### src/rtl/pwm_deadtime.sv
// Complementary gate-drive stage: splits a single-ended PWM into high/low
// drives with programmable dead time on every edge and no overlap.
module pwm_deadtime #(
    parameter int DT_WIDTH   = 8,
    parameter bit H_ACT_HIGH = 1'b1,
    parameter bit L_ACT_HIGH = 1'b1
) (
    input  logic                clk,
    input  logic                rst_n,
    input  logic                en,
    input  logic                pwm_in,
    input  logic [DT_WIDTH-1:0] dead_rise,
    input  logic [DT_WIDTH-1:0] dead_fall,
    output logic                pwm_h,
    output logic                pwm_l,
    output logic                in_dead,
    output logic                swallowed
);

    // state     | meaning
    // ----------+--------------------------------------------------
    // S_OFF     | disabled or just reset, both drives inactive
    // S_LOW     | low side on, high side off
    // S_DT_RISE | both off, waiting to turn the high side on
    // S_HIGH    | high side on, low side off
    // S_DT_FALL | both off, waiting to turn the low side on
    typedef enum logic [2:0] {
        S_OFF     = 3'd0,
        S_LOW     = 3'd1,
        S_DT_RISE = 3'd2,
        S_HIGH    = 3'd3,
        S_DT_FALL = 3'd4
    } state_t;

    localparam logic H_INV = logic'(!H_ACT_HIGH);
    localparam logic L_INV = logic'(!L_ACT_HIGH);

    state_t              state, state_nxt;
    logic [DT_WIDTH-1:0] cnt, cnt_nxt;
    logic                swallow_nxt;

    always_ff @(posedge clk or negedge rst_n) begin
        if (!rst_n) begin
            state     <= S_OFF;
            cnt       <= '0;
            pwm_h     <= H_INV;
            pwm_l     <= L_INV;
            in_dead   <= 1'b0;
            swallowed <= 1'b0;
        end else begin
            state     <= state_nxt;
            cnt       <= cnt_nxt;
            pwm_h     <= (state_nxt == S_HIGH) ^ H_INV;
            pwm_l     <= (state_nxt == S_LOW) ^ L_INV;
            in_dead   <= (state_nxt == S_DT_RISE) || (state_nxt == S_DT_FALL);
            swallowed <= swallow_nxt;
        end
    end

    // A dead time of N is realised as N cycles in a DT state, so the counter
    // is loaded with N-1 and the exit happens on the edge that sees zero.
    always_comb begin
        state_nxt   = state;
        cnt_nxt     = cnt;
        swallow_nxt = 1'b0;
        if (!en) begin
            state_nxt = S_OFF;
            cnt_nxt   = '0;
        end else begin
            case (state)
                S_OFF, S_LOW: begin
                    if (pwm_in) begin
                        if (dead_rise == '0) begin
                            state_nxt = S_HIGH;
                            cnt_nxt   = '0;
                        end else begin
                            state_nxt = S_DT_RISE;
                            cnt_nxt   = dead_rise - DT_WIDTH'(1);
                        end
                    end else if (state == S_OFF) begin
                        if (dead_fall == '0) begin
                            state_nxt = S_LOW;
                            cnt_nxt   = '0;
                        end else begin
                            state_nxt = S_DT_FALL;
                            cnt_nxt   = dead_fall - DT_WIDTH'(1);
                        end
                    end
                end
                S_HIGH: begin
                    if (!pwm_in) begin
                        if (dead_fall == '0) begin
                            state_nxt = S_LOW;
                            cnt_nxt   = '0;
                        end else begin
                            state_nxt = S_DT_FALL;
                            cnt_nxt   = dead_fall - DT_WIDTH'(1);
                        end
                    end
                end
                S_DT_RISE: begin
                    if (!pwm_in) begin
                        state_nxt   = S_LOW;
                        cnt_nxt     = '0;
                        swallow_nxt = 1'b1;
                    end else if (cnt == '0) begin
                        state_nxt = S_HIGH;
                    end else begin
                        cnt_nxt = cnt - DT_WIDTH'(1);
                    end
                end
                S_DT_FALL: begin
                    if (pwm_in) begin
                        state_nxt   = S_HIGH;
                        cnt_nxt     = '0;
                        swallow_nxt = 1'b1;
                    end else if (cnt == '0) begin
                        state_nxt = S_LOW;
                    end else begin
                        cnt_nxt = cnt - DT_WIDTH'(1);
                    end
                end
                default: begin
                    state_nxt = S_OFF;
                    cnt_nxt   = '0;
                end
            endcase
        end
    end

endmodule

### config.mk
export PLATFORM = sky130hd
export DESIGN_NAME = pwm_deadtime
export DESIGN_NICKNAME = d
export VERILOG_FILES = /design/src/rtl/pwm_deadtime.sv
export SDC_FILE = /design/constraint.sdc
export NUM_CORES = 1
export LEC_CHECK = 0
export BUFFER_PORTS_ARGS = -buffer_cell sky130_fd_sc_hd__buf_4
export CORE_AREA = 5 5 59 61
export CTS_CLUSTER_SIZE = 14
export DETAILED_ROUTE_END_ITERATION = 6
export DIE_AREA = 0 0 64 66
export PLACE_DENSITY_LB_ADDON = 0.15
export SLEW_MARGIN = 5
export SYNTH_ARGS = -nofsm -noshare
export SYNTH_HDL_FRONTEND = slang
export SYNTH_SLANG_ARGS = --single-unit
### constraint.sdc
create_clock -name clk -period 2 [get_ports clk]
set_clock_uncertainty 0.2 [all_clocks]
set_input_delay 0.2 -clock clk [delete_from_list [all_inputs] [get_ports clk]]
set_output_delay 0.2 -clock clk [all_outputs]
set_load 0.05 [all_outputs]
==> metrics.md, run 1 <==
| Metric | Value |
|---|---|
| Outcome | `finished with violations` |
| Hold Vio Cnt, Final | `0` |
| Chip width | `64 um` |
| Setup Buffers After CTS | `0` |
| Worst path arrival time | `1990 ps` |
| Core box area | `0.00293 mm^2` |
| CP Data Required Time | `1980 ps` |
| Bufs on Longest Clock Path | `2` |
| Final count of negative-setup-slack endpoints | `1` |
| Diodes inserted | `0` |
| Cells after Synth | `162` |
| # fillers | `255` |
| Vias/cell | `5.89` |
| CTS tree | `done` |
| IO buf count | `23` |
| Clock insertion delay at the later pin of the skew report | `290 ps` |
| Leak pwr | `0.856 nW` |
| Die area | `0.00422 mm^2` |
| Power density over the cells | `631 mW/mm^2` |
| Share of layout cells above drive strength 1 | `33.2%` |
| Initial antenna violation count | `0` |
| Post-synth cell types | `49` |
| Top cell type's share of synthesized area | `27.6%` |
| RD Place Congestion | `0.877` |
| Failing checks | `setup timing` |
| Synth Area in XOR/XNOR | `7.73%` |
| Sink Count | `15` |
| Ports | `24` |
| Synthesis-to-layout area growth | `37.6%` |
| Fin crit share | `100%` |
| Post-synthesis mux area share | `2.21%` |
| Syn_nets | `188` |
| Hold Crit Class | `input pin to asynchronous set/reset pin` |
| Worst rel slew slack | `75.0%` |
| YS warnings | `0` |
| Min Clock Period, post-route | `2010 ps` |
| H-tree depth | `1` |
| Yosys reg bits | `15` |
| Residual DRC | `0` |
| Clock transition at path regs | `90 ps` |
| Max Freq | `499 MHz` |
| Max Cap Viol | `0` |
| Slew Limit Fails | `0` |
| Setup slack after layout | `-5.18 ps` |
| Area leader, netlist | `dfrtp_1` |
| Ys flop type | `dfrtp_1` |
| Wirelength per Cell | `16.1 um` |
| First-pass GRT wire length | `6270 um` |
| Post-synth EDFFs | `0` |
| GRT Util Overall | `18.7%` |
| Initial core utilization | `46.4%` |
| Post-synthesis compound-gate area fraction | `23.3%` |
| Worst setup EP type | `flop` |
| Layout Cells excl Fill | `244` |
| Peak supply drop | `0.411 mV` |
| Setup CP Type | `flop to flop` |
| Post-Synth Simple-Gate Area | `28.6%` |
| HPWL after DPL | `3000 um` |
| Worst Tran Pin Value | `375 ps` |
| Main combinational cell family by area after synthesis | `simple AND/OR/NAND/NOR gates` |
| DR vias | `1437` |
| Pin count of the biggest net entering global routing | `16` |
| Root Buffer | `clkbuf_4` |
| Grt total ovfl | `0` |
| FFs w/ async S/R, synth | `100%` |
| Rows | `20` |
| Synth top area cells | `dfrtp_1 (28%), ha_1 (5.5%), xor2_1 (5.2%)` |
| Worst Setup Start Kind | `flop` |
| Adder-cell share of the synthesized area | `6.26%` |
| Register area share after synthesis | `27.6%` |
| Slowest cell on crit path | `or4_4` |
| Synth Area per Inst | `8.39 um^2` |
| Final ANT Viol Nets | `0` |
| Max FO, Critical Path | `4` |
| Post-Route WL | `3920 um` |
| Vias in the first global route | `1394` |
| Area of the mapped netlist | `0.00136 mm^2` |
| Worst path max stage delay | `580 ps` |
| TritonCTS buffer count | `3` |
| RSZ-0062 raised after global routing | `true` |
| DIE HEIGHT | `66 um` |
| Post-synth top cells | `dfrtp_1 (15), nor2_1 (15), inv_1 (12)` |
| Drt first pass iters | `4` |
| Critical Path, Cell by Cell | `or4_4, or3_4, mux2i_1, a21oi_2, o21ai_2` |
| Fin area | `0.00187 mm^2` |
| Placed Area | `0.00173 mm^2` |
| Drt first-iter violations | `73` |
| Final nets | `238` |
| Cell Count Post-Placement | `237` |
what timing repair did:
action                     in CTS  in global routing
hold buffers                    3                  0
hold endpoints to repair       17                  0
setup endpoints to repair       4                 12
gates resized for setup         1                 18
pin swaps                       2                  3
area by class of cell:
class / count / area [um^2] / area share (%)
inverters: 12 / 45.0 / 2.41
well taps: 33 / 41.3 / 2.21
clock buffers: 4 / 26.3 / 1.41
flip-flops and latches: 15 / 375 / 20.1
multi-input cells: 132 / 1000 / 53.6
repair buffers: 48 / 379 / 20.3
power breakdown:
part           internal [mW]  switching [mW]
Combinational          0.290           0.338
Clock                 0.0777           0.101
Sequential             0.341          0.0318
Total                  0.709           0.471
per-stage QoR:
| stage | power [mW] | util, % | worst slack (ps) | hold WS (ps) | setup TNS (ps) |
|---|---|---|---|---|---|
| after CTS | 1.12 | 61.1 | -7.00 | 101 | -10.4 |
| after floorplan | 0.713 | - | 13.1 | -296 | 0 |
| after detailed placement | 0.929 | 58.9 | -38.6 | -132 | -132 |
| final | 1.18 | 63.8 | -5.18 | 88.9 | -5.18 |
| after global routing | 1.25 | 63.8 | -92.9 | 111 | -348 |
| after global placement | 0.914 | 58.9 | -14.1 | -137 | -17.3 |
cell usage in the layout, fill, tap and decap left out, types with 4 or more instances in the layout:
master	netlist	layout
o21ai_0	6	6
nand2b_1	4	4
or4_1	5	5
nor2_1	15	13
a21oi_1	10	8
xor2_1	8	8
nor3b_2	2	4
dfrtp_1	15	15
nor3_1	7	6
nand2_1	7	7
xnor2_1	4	4
ha_1	6	6
o21ai_1	8	8
buf_4	0	42
inv_1	12	12
path summary, 6_finish.rpt:
check / startpoint / end / slack (ps) / cells past startpoint
setup / recovery: cnt[2]$_DFFE_PN0P_ / cnt[1]$_DFFE_PN0P_ / -5 / 5
hold / removal: rst_n / pwm_h$_DFF_PN0_ / 90 / 2
setup reg to reg: cnt[2]$_DFFE_PN0P_ / cnt[1]$_DFFE_PN0P_ / -5 / 5
hold reg to reg: cnt[7]$_DFFE_PN0P_ / cnt[7]$_DFFE_PN0P_ / 420 / 2
max in group asynchronous: rst_n / cnt[4]$_DFFE_PN0P_ / 1330 / 2
min in group clk: dead_rise[0] / cnt[0]$_DFFE_PN0P_ / 160 / 4
cells by family after synthesis:
| family | count (synthesis) |
|---|---|
| buffers and inverters | 15 |
| XOR/XNOR | 12 |
| multiplexers | 3 |
| AND/OR/NAND/NOR | 62 |
| flip-flops | 15 |
| AO/OA/AOI/OAI | 48 |
| adder cells (fa/ha/maj) | 7 |
state kept, by name (all words and copies together), names as in the netlist:
signal and flops:
pwm_l 1, state 3, swallowed 1, cnt 8
in_dead 1, pwm_h 1
critical path, delay by kind of cell, from the launching register on:
kind             cells  cell delay (ps)
multiplexers         1              140
AO/OA/AOI/OAI        2              210
flip-flops           1              390
AND/OR/NAND/NOR      2              960
per-layer routing:
metal  track usage, %  routed length [um]  vias up
met2             33.5                1940       37
met1             22.3                1690      682
met4             7.01                  83        0
met5                0                   0        -
li1                 -                   -      710
met3             2.55                 196        8
Power figures use the tool's default switching activity.
==> inputs of run 2 (changes only) <==
--- a/config.mk
+++ b/config.mk
@@ -6,10 +6,10 @@
 export NUM_CORES = 1
 export LEC_CHECK = 0
 export BUFFER_PORTS_ARGS = -buffer_cell sky130_fd_sc_hd__buf_4
-export CORE_AREA = 5 5 59 61
+export CORE_AREA = 5 5 56 58
 export CTS_CLUSTER_SIZE = 14
 export DETAILED_ROUTE_END_ITERATION = 6
-export DIE_AREA = 0 0 64 66
+export DIE_AREA = 0 0 61 63
 export PLACE_DENSITY_LB_ADDON = 0.15
 export SLEW_MARGIN = 5
 export SYNTH_ARGS = -nofsm -noshare
==> constraint.sdc (replaced) <==
create_clock -name clk -period 2.5 [get_ports clk]
set_clock_uncertainty 0.2 [all_clocks]
set_input_delay 0.25 -clock clk [delete_from_list [all_inputs] [get_ports clk]]
set_output_delay 0.25 -clock clk [all_outputs]
set_load 0.05 [all_outputs]
==> metrics.md, run 2 (synthesis results as in run 1) <==
| Metric | Value |
|---|---|
| Layout Cells excl Fill | `220` |
| IO buf count | `23` |
| Vias in the first global route | `1283` |
| DR vias | `1348` |
| RSZ-0062 raised after global routing | `false` |
| Die area | `0.00384 mm^2` |
| Chip width | `61 um` |
| Sink Count | `15` |
| Wirelength per Cell | `15.6 um` |
| Drt first pass iters | `4` |
| Largest register FFs | `8` |
| Leak pwr | `0.726 nW` |
| Min Clock Period, post-route | `2160 ps` |
| Hold Crit Class | `input pin to flop` |
| Setup Buffers After CTS | `0` |
| Clock insertion delay at the later pin of the skew report | `280 ps` |
| Startpoint of the worst hold path | `pwm_in` |
| Final nets | `216` |
| Max Freq | `463 MHz` |
| Initial core utilization | `52.0%` |
| Most frequent cells in the layout | `buf_4 (25), nor2_1 (15), dfrtp_1 (15)` |
| Bufs on Longest Clock Path | `2` |
| # fillers | `242` |
| Worst Tran Pin Value | `484 ps` |
| CP Data Required Time | `2470 ps` |
| Post-CTS Hold Fix Bufs | `1` |
| Worst Setup Start Kind | `flop` |
| Outcome | `completed` |
| Max Cap Viol | `0` |
| HPWL after DPL | `2720 um` |
| Drt first-iter violations | `70` |
| Residual DRC | `0` |
| Peak supply drop | `0.512 mV` |
| Biggest register | `cnt` |
| Worst R2R Path Depth | `5` |
| RD Place Congestion | `0.869` |
| Post-Route WL | `3430 um` |
| Ports | `24` |
| Worst path arrival time | `2130 ps` |
| Clock transition at path regs | `90 ps` |
| Cell Count Post-Placement | `215` |
| Hold-critical path depth | `2` |
| DIE HEIGHT | `63 um` |
| Reg2reg end | `cnt[2]$_DFFE_PN0P_` |
| Final ANT Viol Nets | `0` |
| FF-to-FF Start | `cnt[5]$_DFFE_PN0P_` |
| Diodes inserted | `0` |
| Commonest non-fill, non-tap cell in the layout | `buf_4` |
| Core box area | `0.00262 mm^2` |
| Initial antenna violation count | `0` |
| Worst Hold End | `pwm_l$_DFF_PN0_` |
| First-pass GRT wire length | `5750 um` |
| Power density over the cells | `510 mW/mm^2` |
| Synthesis-to-layout area growth | `18.5%` |
| Rows | `19` |
| Reg2Reg Setup Slack | `340 ps` |
| Worst rel slew slack | `67.8%` |
| Pin count of the biggest net entering global routing | `16` |
| Fin crit share | `86.4%` |
| H-tree depth | `1` |
| Setup CP Type | `flop to flop` |
| Grt total ovfl | `0` |
| TritonCTS buffer count | `3` |
| PostCTS Resize Cnt | `0` |
| Share of layout cells above drive strength 1 | `19.6%` |
| Final count of negative-setup-slack endpoints | `0` |
| CTS tree | `done` |
| Top Registers | `cnt x8, state x3` |
| GRT Util Overall | `18.9%` |
| Hold Vio Cnt, Final | `0` |
| Worst setup EP type | `flop` |
| Max FO, Critical Path | `5` |
| Vias/cell | `6.13` |
| Fin Setup TNS | `0 ps` |
| Root Buffer | `clkbuf_4` |
| Slew Limit Fails | `0` |
run 2: cell types whose count changed in the layout (fill, tap and decap cells not counted), moves of 3 or more:
cell      before  now
buf_4         42   25
buf_6          3    0
a221oi_2       3    0
a221oi_1       0    3
run 2: worst max-delay path: stages (launching register included):
cell and delay [ps]:
dfrtp_1 410, or4_4 580, nor3_2 280, nor2_1 130, a221oi_1 330, o21ai_1 110
run 2: routing by layer:
metal	GRT usage (%)	vias to the layer above	routed length, um
met1	26.2	640	1470
met4	2.44	0	23
met5	0	-	0
li1	-	665	-
met2	30.9	39	1730
met3	3.31	4	213
run 2: metrics by stage:
| step | hold slack, ps | cell area [um^2] | setup slack [ps] | power [mW] | util (%) |
|---|---|---|---|---|---|
| finish | 38.6 | 1610 | 340 | 0.821 | 61.6 |
| global route | 39.1 | 1610 | 198 | 0.883 | 61.6 |
| global placement | -84.5 | 1570 | 360 | 0.679 | 60.1 |
| CTS | 27.7 | 1610 | 353 | 0.828 | 61.6 |
| detailed placement | -81.4 | 1570 | 346 | 0.684 | 60.1 |
| floorplan | -246 | 1360 | 513 | 0.570 | - |
run 2: worst max path at each step:
stage                               to  slack, ps  depth (start not counted)               start
global route        cnt[0]$_DFFE_PN0P_        200                          5  state[2]$_DFF_PN0_
finish              cnt[2]$_DFFE_PN0P_        340                          5  cnt[5]$_DFFE_PN0P_
floorplan           cnt[1]$_DFFE_PN0P_        510                          5  cnt[5]$_DFFE_PN0P_
global placement       pwm_h$_DFF_PN0_        360                          8        dead_fall[0]
CTS                 cnt[3]$_DFFE_PN0P_        350                          5  cnt[5]$_DFFE_PN0P_
detailed placement   in_dead$_DFF_PN0_        350                          8        dead_fall[0]
run 2: cell type report:
cell class                 instances  area [um^2]  area share (%)
sequential                        15          375            23.3
multi-input combinational        132          926            57.5
inverter                          12         45.0            2.80
clock buffer                       3         22.5            1.40
timing repair buffer              26          198            12.3
tap                               31         38.8            2.41
clock inverter                     1         5.00           0.311
run 2: where the power goes:
group | internal (mW) | switching, mW | total (mW)
Sequential | 0.272 | 0.0424 | 0.315
Clock | 0.0595 | 0.0777 | 0.137
Combinational | 0.161 | 0.209 | 0.369
Total | 0.493 | 0.329 | 0.821
